**src/rtl/gcd_pkg.sv**
```systemverilog
// Shared types and constants for the iterative GCD engine.
package gcd_pkg;

    // Engine control states: wait for a job, iterate, apply the binary
    // common power of two, then present the result.
    typedef enum logic [1:0] {
        S_IDLE  = 2'd0,
        S_CALC  = 2'd1,
        S_SHIFT = 2'd2,
        S_DONE  = 2'd3
    } state_t;

    // Algorithm select, sampled with each job.
    localparam logic MODE_SUB = 1'b0;
    localparam logic MODE_BIN = 1'b1;

endpackage

```
**src/rtl/gcd_step.sv**
```systemverilog
// One iteration of the GCD reduction, purely combinational.
// Covers both the subtractive and the binary (Stein) algorithm. Every
// subtraction takes the smaller operand from the larger one, so nothing wraps.
module gcd_step import gcd_pkg::*; #(
    parameter int WIDTH = 8
) (
    input  logic [WIDTH-1:0] a_i,
    input  logic [WIDTH-1:0] b_i,
    input  logic             mode_i,
    output logic [WIDTH-1:0] aNext_o,
    output logic [WIDTH-1:0] bNext_o,
    output logic             kInc_o,
    output logic             term_o,
    output logic [WIDTH-1:0] r_o
);

    logic             term;
    logic             aGreater;
    logic [WIDTH-1:0] diff;

    // A zero operand or equal operands end the job; the surviving value is
    // the (odd part of the) result, with gcd(0,0) falling out as 0.
    assign term     = (a_i == '0) || (b_i == '0) || (a_i == b_i);
    assign aGreater = (a_i > b_i);
    assign diff     = aGreater ? (a_i - b_i) : (b_i - a_i);
    assign term_o   = term;
    assign r_o      = (a_i == '0) ? b_i : a_i;

    // Next operand pair; on termination the operands are simply held.
    always_comb begin
        aNext_o = a_i;
        bNext_o = b_i;
        kInc_o  = 1'b0;
        if (!term) begin
            if (mode_i == MODE_SUB) begin
                if (aGreater) begin
                    aNext_o = diff;
                end else begin
                    bNext_o = diff;
                end
            end else begin
                unique case ({a_i[0], b_i[0]})
                    2'b00: begin
                        aNext_o = a_i >> 1;
                        bNext_o = b_i >> 1;
                        kInc_o  = 1'b1;
                    end
                    2'b01: aNext_o = a_i >> 1;
                    2'b10: bNext_o = b_i >> 1;
                    default: begin
                        if (aGreater) begin
                            aNext_o = diff >> 1;
                        end else begin
                            bNext_o = diff >> 1;
                        end
                    end
                endcase
            end
        end
    end

endmodule

```
**src/rtl/gcd_engine.sv**
```systemverilog
// Iterative GCD engine with valid/ready on both sides, one job in flight.
// Holds the operand, power-of-two and iteration registers; the arithmetic of
// each iteration lives in gcd_step.
module gcd_engine import gcd_pkg::*; #(
    parameter int WIDTH  = 8,
    parameter int ITER_W = WIDTH + 1
) (
    input  logic              clk,
    input  logic              rst_n,
    input  logic              in_valid,
    output logic              in_ready,
    input  logic [WIDTH-1:0]  in_a,
    input  logic [WIDTH-1:0]  in_b,
    input  logic              in_mode,
    output logic              out_valid,
    input  logic              out_ready,
    output logic [WIDTH-1:0]  out_gcd,
    output logic [ITER_W-1:0] out_iters
);

    // k never exceeds WIDTH-1, which always fits in clog2(WIDTH) bits.
    localparam int                KW       = $clog2(WIDTH);
    localparam logic [KW-1:0]     K_ONE    = KW'(1);
    localparam logic [ITER_W-1:0] ITER_ONE = ITER_W'(1);
    localparam logic [ITER_W-1:0] ITER_MAX = '1;

    state_t             state_q;
    logic [WIDTH-1:0]   a_q;
    logic [WIDTH-1:0]   b_q;
    logic               mode_q;
    logic [KW-1:0]      k_q;
    logic [ITER_W-1:0]  iters_q;
    logic [WIDTH-1:0]   outGcd_q;
    logic [ITER_W-1:0]  outIters_q;
    logic               inReady_q;
    logic               outValid_q;

    logic [WIDTH-1:0]   aStep_d;
    logic [WIDTH-1:0]   bStep_d;
    logic               kInc;
    logic               stepTerm;
    logic [WIDTH-1:0]   stepR;
    logic [ITER_W-1:0]  iters_d;

    gcd_step #(
        .WIDTH (WIDTH)
    ) stepUnit (
        .a_i     (a_q),
        .b_i     (b_q),
        .mode_i  (mode_q),
        .aNext_o (aStep_d),
        .bNext_o (bStep_d),
        .kInc_o  (kInc),
        .term_o  (stepTerm),
        .r_o     (stepR)
    );

    // Iteration count saturates instead of wrapping.
    assign iters_d = (iters_q == ITER_MAX) ? iters_q : (iters_q + ITER_ONE);

    // Control FSM with operand, counter and registered handshake outputs.
    always_ff @(posedge clk) begin
        if (!rst_n) begin
            state_q    <= S_IDLE;
            a_q        <= '0;
            b_q        <= '0;
            mode_q     <= MODE_SUB;
            k_q        <= '0;
            iters_q    <= '0;
            outGcd_q   <= '0;
            outIters_q <= '0;
            inReady_q  <= 1'b1;
            outValid_q <= 1'b0;
        end else begin
            unique case (state_q)
                S_IDLE: begin
                    if (in_valid) begin
                        a_q       <= in_a;
                        b_q       <= in_b;
                        mode_q    <= in_mode;
                        k_q       <= '0;
                        iters_q   <= '0;
                        inReady_q <= 1'b0;
                        state_q   <= S_CALC;
                    end
                end
                S_CALC: begin
                    iters_q <= iters_d;
                    if (stepTerm) begin
                        if (mode_q == MODE_SUB) begin
                            outGcd_q   <= stepR;
                            outIters_q <= iters_d;
                            outValid_q <= 1'b1;
                            state_q    <= S_DONE;
                        end else begin
                            a_q     <= stepR;
                            state_q <= S_SHIFT;
                        end
                    end else begin
                        a_q <= aStep_d;
                        b_q <= bStep_d;
                        if (kInc) begin
                            k_q <= k_q + K_ONE;
                        end
                    end
                end
                S_SHIFT: begin
                    outGcd_q   <= a_q << k_q;
                    outIters_q <= iters_q;
                    outValid_q <= 1'b1;
                    state_q    <= S_DONE;
                end
                S_DONE: begin
                    if (out_ready) begin
                        outValid_q <= 1'b0;
                        inReady_q  <= 1'b1;
                        state_q    <= S_IDLE;
                    end
                end
                default: begin
                    outValid_q <= 1'b0;
                    inReady_q  <= 1'b1;
                    state_q    <= S_IDLE;
                end
            endcase
        end
    end

    assign in_ready  = inReady_q;
    assign out_valid = outValid_q;
    assign out_gcd   = outGcd_q;
    assign out_iters = outIters_q;

endmodule
```
**config.mk**
```make
export PLATFORM = sky130hd
export DESIGN_NAME = gcd_engine
export DESIGN_NICKNAME = d
export VERILOG_FILES = /design/src/rtl/gcd_pkg.sv /design/src/rtl/gcd_step.sv /design/src/rtl/gcd_engine.sv
export SDC_FILE = /design/constraint.sdc
export NUM_CORES = 1
export LEC_CHECK = 0
export ABC_CLOCK_PERIOD_IN_PS = 5470
export BUFFER_PORTS_ARGS = -buffer_cell sky130_fd_sc_hd__buf_2
export CORE_ASPECT_RATIO = 1.1
export CORE_MARGIN = 2
export CORE_UTILIZATION = 55
export CTS_BUF_LIST = sky130_fd_sc_hd__clkbuf_8 sky130_fd_sc_hd__clkbuf_16
export DETAILED_ROUTE_END_ITERATION = 16
export PLACE_DENSITY_LB_ADDON = 0.2
export SETUP_SLACK_MARGIN = 0.4
export SYNTH_ARGS = -nofsm -noshare
export SYNTH_HDL_FRONTEND = slang
export SYNTH_HIERARCHICAL = 1
export SYNTH_SLANG_ARGS = --single-unit
export TNS_END_PERCENT = 30
```
**constraint.sdc**
```tcl
create_clock -name clk -period 5.47 [get_ports clk]
set_input_delay 1.641 -clock clk [delete_from_list [all_inputs] [get_ports clk]]
set_output_delay 1.641 -clock clk [all_outputs]
set_load 0.02 [all_outputs]
```
Word level (Yosys, flattened, before mapping). Cells that the tools add are included.

Add/subtract/negate cells: 4. Magnitude comparators: 1. Equal/unequal tests: 20. Shift-type cells: 1. Muxes and demuxes: 45. Reduce and logical (&&, ||, !) cells: 21.

Operators with widths (number): two-way mux 8 bit (15); case mux 8 bit (2 select lines) (5); two-way mux 9 bit (4); case mux 9 bit (2 select lines) (2); zero test 8 bit (2); subtractor 8 bit (2); != test 2 bit, second input constant (6); AND reduction 6 bit (2); adder 9 x 1 -> 9 bit, second input constant (1); == test 9 bit, second input constant (1); two-way mux 1 bit (9); two-way mux 3 bit (3); != test 3 bit, second input constant (3); AND reduction 3 bit (3); == test 8 bit (1); greater-than comparator 8 bit (1); != test 4 bit, second input constant (2); case mux 2 bit (4 select lines) (1); AND reduction 4 bit (2); left shift 8 x 3 -> 8 bit (1); == test 2 bit, second input constant (3); two-way mux 2 bit (3); case mux 3 bit (2 select lines) (1); nonzero test 2 bit (3); other kinds (11) (16).

Bits in registers: 50.

Longest topological paths before layout.
Depth after elaboration: 7. Mapped depth: 14. Gate-level depth less buffers: 13.

Cells and area by module. Netlist, hierarchy kept.

By module, submodules not included: gcd_engine (times used 1, cells an instance 345, area an instance 2969.1 um^2); gcd_step (times used 1, cells an instance 276, area an instance 1790.5 um^2).

Least setup slack after synthesis. No wires, ideal clock.

Path type: reg-to-reg. Start point: register a_q[0]. End point: register a_q[2]. Library setup time: 0.065 ns. Arrival: 3.001 ns. Slack: 2.403 ns. Cell stages (with the launch flop): 15. Buffers on the path: 1. Period minus slack after synthesis: 3.067 ns. Path through: dfxtp_1 inv_1 ha_1 fa_1 nand2b_1 a21oi_4 a311oi_4 buf_2 nor4_1 a21oi_1 o22ai_1 mux2i_1 a2111oi_0 a21oi_1 nor2b_1.

Longest elaborated chain between the ends: 7.

RTL lines: from (decl) (line gcd_engine.sv:28) `logic [WIDTH-1:0] a_q;`; from (signal assigned) (line gcd_engine.sv:78) `a_q <= in_a;`; from (signal assigned) (line gcd_engine.sv:96) `a_q <= stepR;`; from (signal assigned) (line gcd_engine.sv:100) `a_q <= aStep_d;`; subtractor 8 bit or greater-than comparator 8 bit (tied branches) (line gcd_step.sv:25, gcd_step.sv:24); two-way mux 8 bit (line gcd_step.sv:25) `assign diff = aGreater ? (a_i - b_i) : (b_i - a_i);`; two-way mux 8 bit (line gcd_step.sv:51) `if (aGreater) begin`; case mux 8 bit (2 select lines) (line gcd_step.sv:42) `unique case ({a_i[0], b_i[0]})`; two-way mux 8 bit * (line gcd_step.sv:35) `if (mode_i == MODE_SUB) begin`; net aStep_d[2] (line gcd_engine.sv:38) `logic [WIDTH-1:0] aStep_d;`; two-way mux 8 bit * (line gcd_engine.sv:89) `if (stepTerm) begin`; case mux 8 bit (2 select lines) * (line gcd_engine.sv:75) `unique case (state_q)`.

Mark *: on every way through the listed nets, which the timed path passes. The rest lies on a longest branch. The select of a mux whose other input is x is not followed. A chain may end at the register's enable or synchronous reset.

Final worst setup path.
Start point: register a_q[0]. End point: register a_q[3].

Same word-level chain as after synthesis.

==> metrics.txt <==
status finished, final reports clean; DRC viols 0; htree depth 2; initial drt markers 434; Post-DP Area 0.00489 mm²; Max-Cap Viols 0; WL/cell 18.9 µm; remaining global-route overflow 0; clock transition at the registers of the reported paths 0.11 ns; fin worst setup slack 1.28 ns; Worst Path Required 5.73 ns; drt pass-1 iters 5; clk root buf clkbuf_8; hold-fix buffers at CTS 0; clock latency on the worst-skew pair 0.32 ns; FF-to-FF End a_q[3]$_SDFFE_PN0P_; nets 678; CTS tree done; Slew @ Worst Pin 1.04 ns; die height 102 µm; sequential-to-total area share from yosys stat 21.0%; I/O Pins 40; Fillers 805; FP Rows 35; Setup crit start a_q[0]$_SDFFE_PN0P_; CTS max path bufs 2; Place WS 1.42 ns; clock skew 0.0126 ns; number of flops mapped to enable cells by yosys 0; main flop type after synthesis dfxtp_1; synthesized area 0.00476 mm²; crit path cell chain inv_1, ha_1, fa_1, nand2b_1, a21oi_4, a311oi_4, nor2_2, a21oi_1, o32ai_1, mux2i_1, a2111oi_2, a21oi_1, nor2b_1; Tot GR Track Use 29.6%; Syn Inst Count 621; layout cells sized above 1 12.5%; most used cell along the critical path a21oi_1; hold crit path type flop to flop; Vias 4,906; CP max stage cell dfxtp_1; number of global-route vias before repair 4,494; CP max stage delay 0.69 ns; I/O Buffers 39; Mean Syn Cell Area 7.66 µm²; Die W 92.7 µm; Synth async-reset ratio 0%; Final Hold Fails 0; RR Startpoint a_q[0]$_SDFFE_PN0P_; routed wire length 14,000 µm; largest net degree at the start of global routing 59; Yosys top cell area share 21.0%; Area Overhead vs Synth 4.71%; Antenna diodes 0; first-pass GRT wire length 22,700 µm; post-DR vias/cell 6.61; # setup viols final 0; largest area contributor in the netlist dfxtp_1; Initial Util 56.6%; Yosys cell types 83; CP endpoint a_q[3]$_SDFFE_PN0P_; register-to-register path setup slack 1.28 ns; die area 0.00941 mm²; post-CTS setup buffer count 0; Detailed Place HPWL 10,300 µm; Slew HR 29.0%; critical path class flop to flop; Syn. warnings 6; CORE AREA 0.00841 mm²; Antenna Nets Post-Route 0; Syn Nets 669; max frequency 0.238 GHz; # clock sinks 50; Worst EP arrival 4.45 ns; peak fanout along the critical path 15; final worst path period need 4.19 ns; reg2reg path depth 13; Synth Register Bits 50; Final Slew Violations 0; Synth area leaders dfxtp_1, ha_1, mux2i_1; Post-Layout Inst Area 0.00498 mm²; Inserted Clock Buffers 5; CP endpoint kind flop; GPL Wtd Cong 0.968; CP Launch Type flop; post_cts resized 0; RSZ-0062 raised after global routing no; setup TNS 0 ns; period utilisation layout 76.7%; initial antenna violation count 0
==> area by class of cell <==
class / count / area [µm²] / share of cell area [%]
multi-input cells: 497 / 3400 / 68.2
repair buffers: 44 / 233 / 4.67
flip-flops and latches: 50 / 1000 / 20.1
clock buffers: 5 / 68.8 / 1.38
clock inverters: 3 / 23.8 / 0.477
inverters: 32 / 120 / 2.41
well taps: 111 / 139 / 2.79
==> state kept, by name, indices dropped and copies added (netlist names), 2 cells and up <==
name       count
state_q        2
iters_q        9
b_q            8
k_q            3
a_q            8
out_gcd        8
out_iters      9
==> routing by layer <==
metal / GRT usage [%] / share of wire [%]
met3: 3.94 / 6.9
met5: 0 / 0
met1: 37.6 / 42
met2: 49.9 / 47
met4: 14.5 / 3.8
==> synthesized netlist by cell type, drive strengths merged (10+ instances only) <==
| library cell | count |
|---|---|
| o21ai | 41 |
| dfxtp | 50 |
| mux2i | 32 |
| nor3 | 18 |
| ha | 25 |
| a21oi | 47 |
| nor2b | 13 |
| clkbuf | 12 |
| inv | 31 |
| nand2 | 70 |
| nand4 | 10 |
| nand3 | 15 |
| nor2 | 48 |
| buf | 30 |
| nand2b | 14 |
==> cell usage in the layout, fill, tap and decap left out, drive strengths merged, types with 7 or more instances in the layout <==
master	Yosys	routed
nand2b	14	14
o22ai	8	8
a31oi	7	7
nand3	15	15
buf	30	44
nand2	70	70
inv	31	32
o21ai	41	41
nand4	10	10
dfxtp	50	50
nor3	18	18
mux2i	32	32
ha	25	25
a2111oi	9	9
nor2b	13	13
a21oi	47	47
o211a	9	9
or3	7	7
o211ai	7	7
nor2	48	48
==> worst max-delay path, delay by kind of cell (launching register included) <==
kind / cells / cell delay (ns)
AO/OA/AOI/OAI: 6 / 1.44
adder cells (fa/ha/maj): 2 / 0.88
AND/OR/NAND/NOR: 3 / 0.79
flip-flops: 1 / 0.69
buffers and inverters: 1 / 0.17
multiplexers: 1 / 0.15
==> metrics by stage <==
stage	instances	utilization, %	hold slack [ns]
5_1_grt	742	59.3	0.500
3_3_place_gp	734	58.2	0.456
2_1_floorplan	621	-	0.484
3_5_place_dp	734	58.2	0.456
4_1_cts	742	59.3	0.476
6_report	742	59.3	0.470
==> cell families after synthesis <==
family / synth area share (%)
AO/OA/AOI/OAI: 30.3
buffers and inverters: 7.57
flip-flops: 21.0
AND/OR/NAND/NOR: 24.1
multiplexers: 7.99
XOR/XNOR: 1.66
adder cells (fa/ha/maj): 7.41
==> worst min path at each step <==
| stage | start | end | slack [ns] | depth (start not counted) |
|---|---|---|---|---|
| 6_report | out_iters[4]$_SDFFE_PN0P_ | out_iters[4]$_SDFFE_PN0P_ | 0.47 | 2 |
| 5_1_grt | out_valid$_SDFFE_PN0P_ | out_valid$_SDFFE_PN0P_ | 0.50 | 2 |
| 4_1_cts | out_iters[4]$_SDFFE_PN0P_ | out_iters[4]$_SDFFE_PN0P_ | 0.48 | 2 |
| 3_5_place_dp | out_iters[4]$_SDFFE_PN0P_ | out_iters[4]$_SDFFE_PN0P_ | 0.46 | 2 |
| 3_3_place_gp | out_valid$_SDFFE_PN0P_ | out_valid$_SDFFE_PN0P_ | 0.46 | 2 |
| 2_1_floorplan | iters_q[1]$_SDFFE_PN0P_ | iters_q[1]$_SDFFE_PN0P_ | 0.48 | 2 |
Power is left out: the tool's default activity adds up to more than one toggle a clock period on the data nets, which glitch-free logic cannot reach.
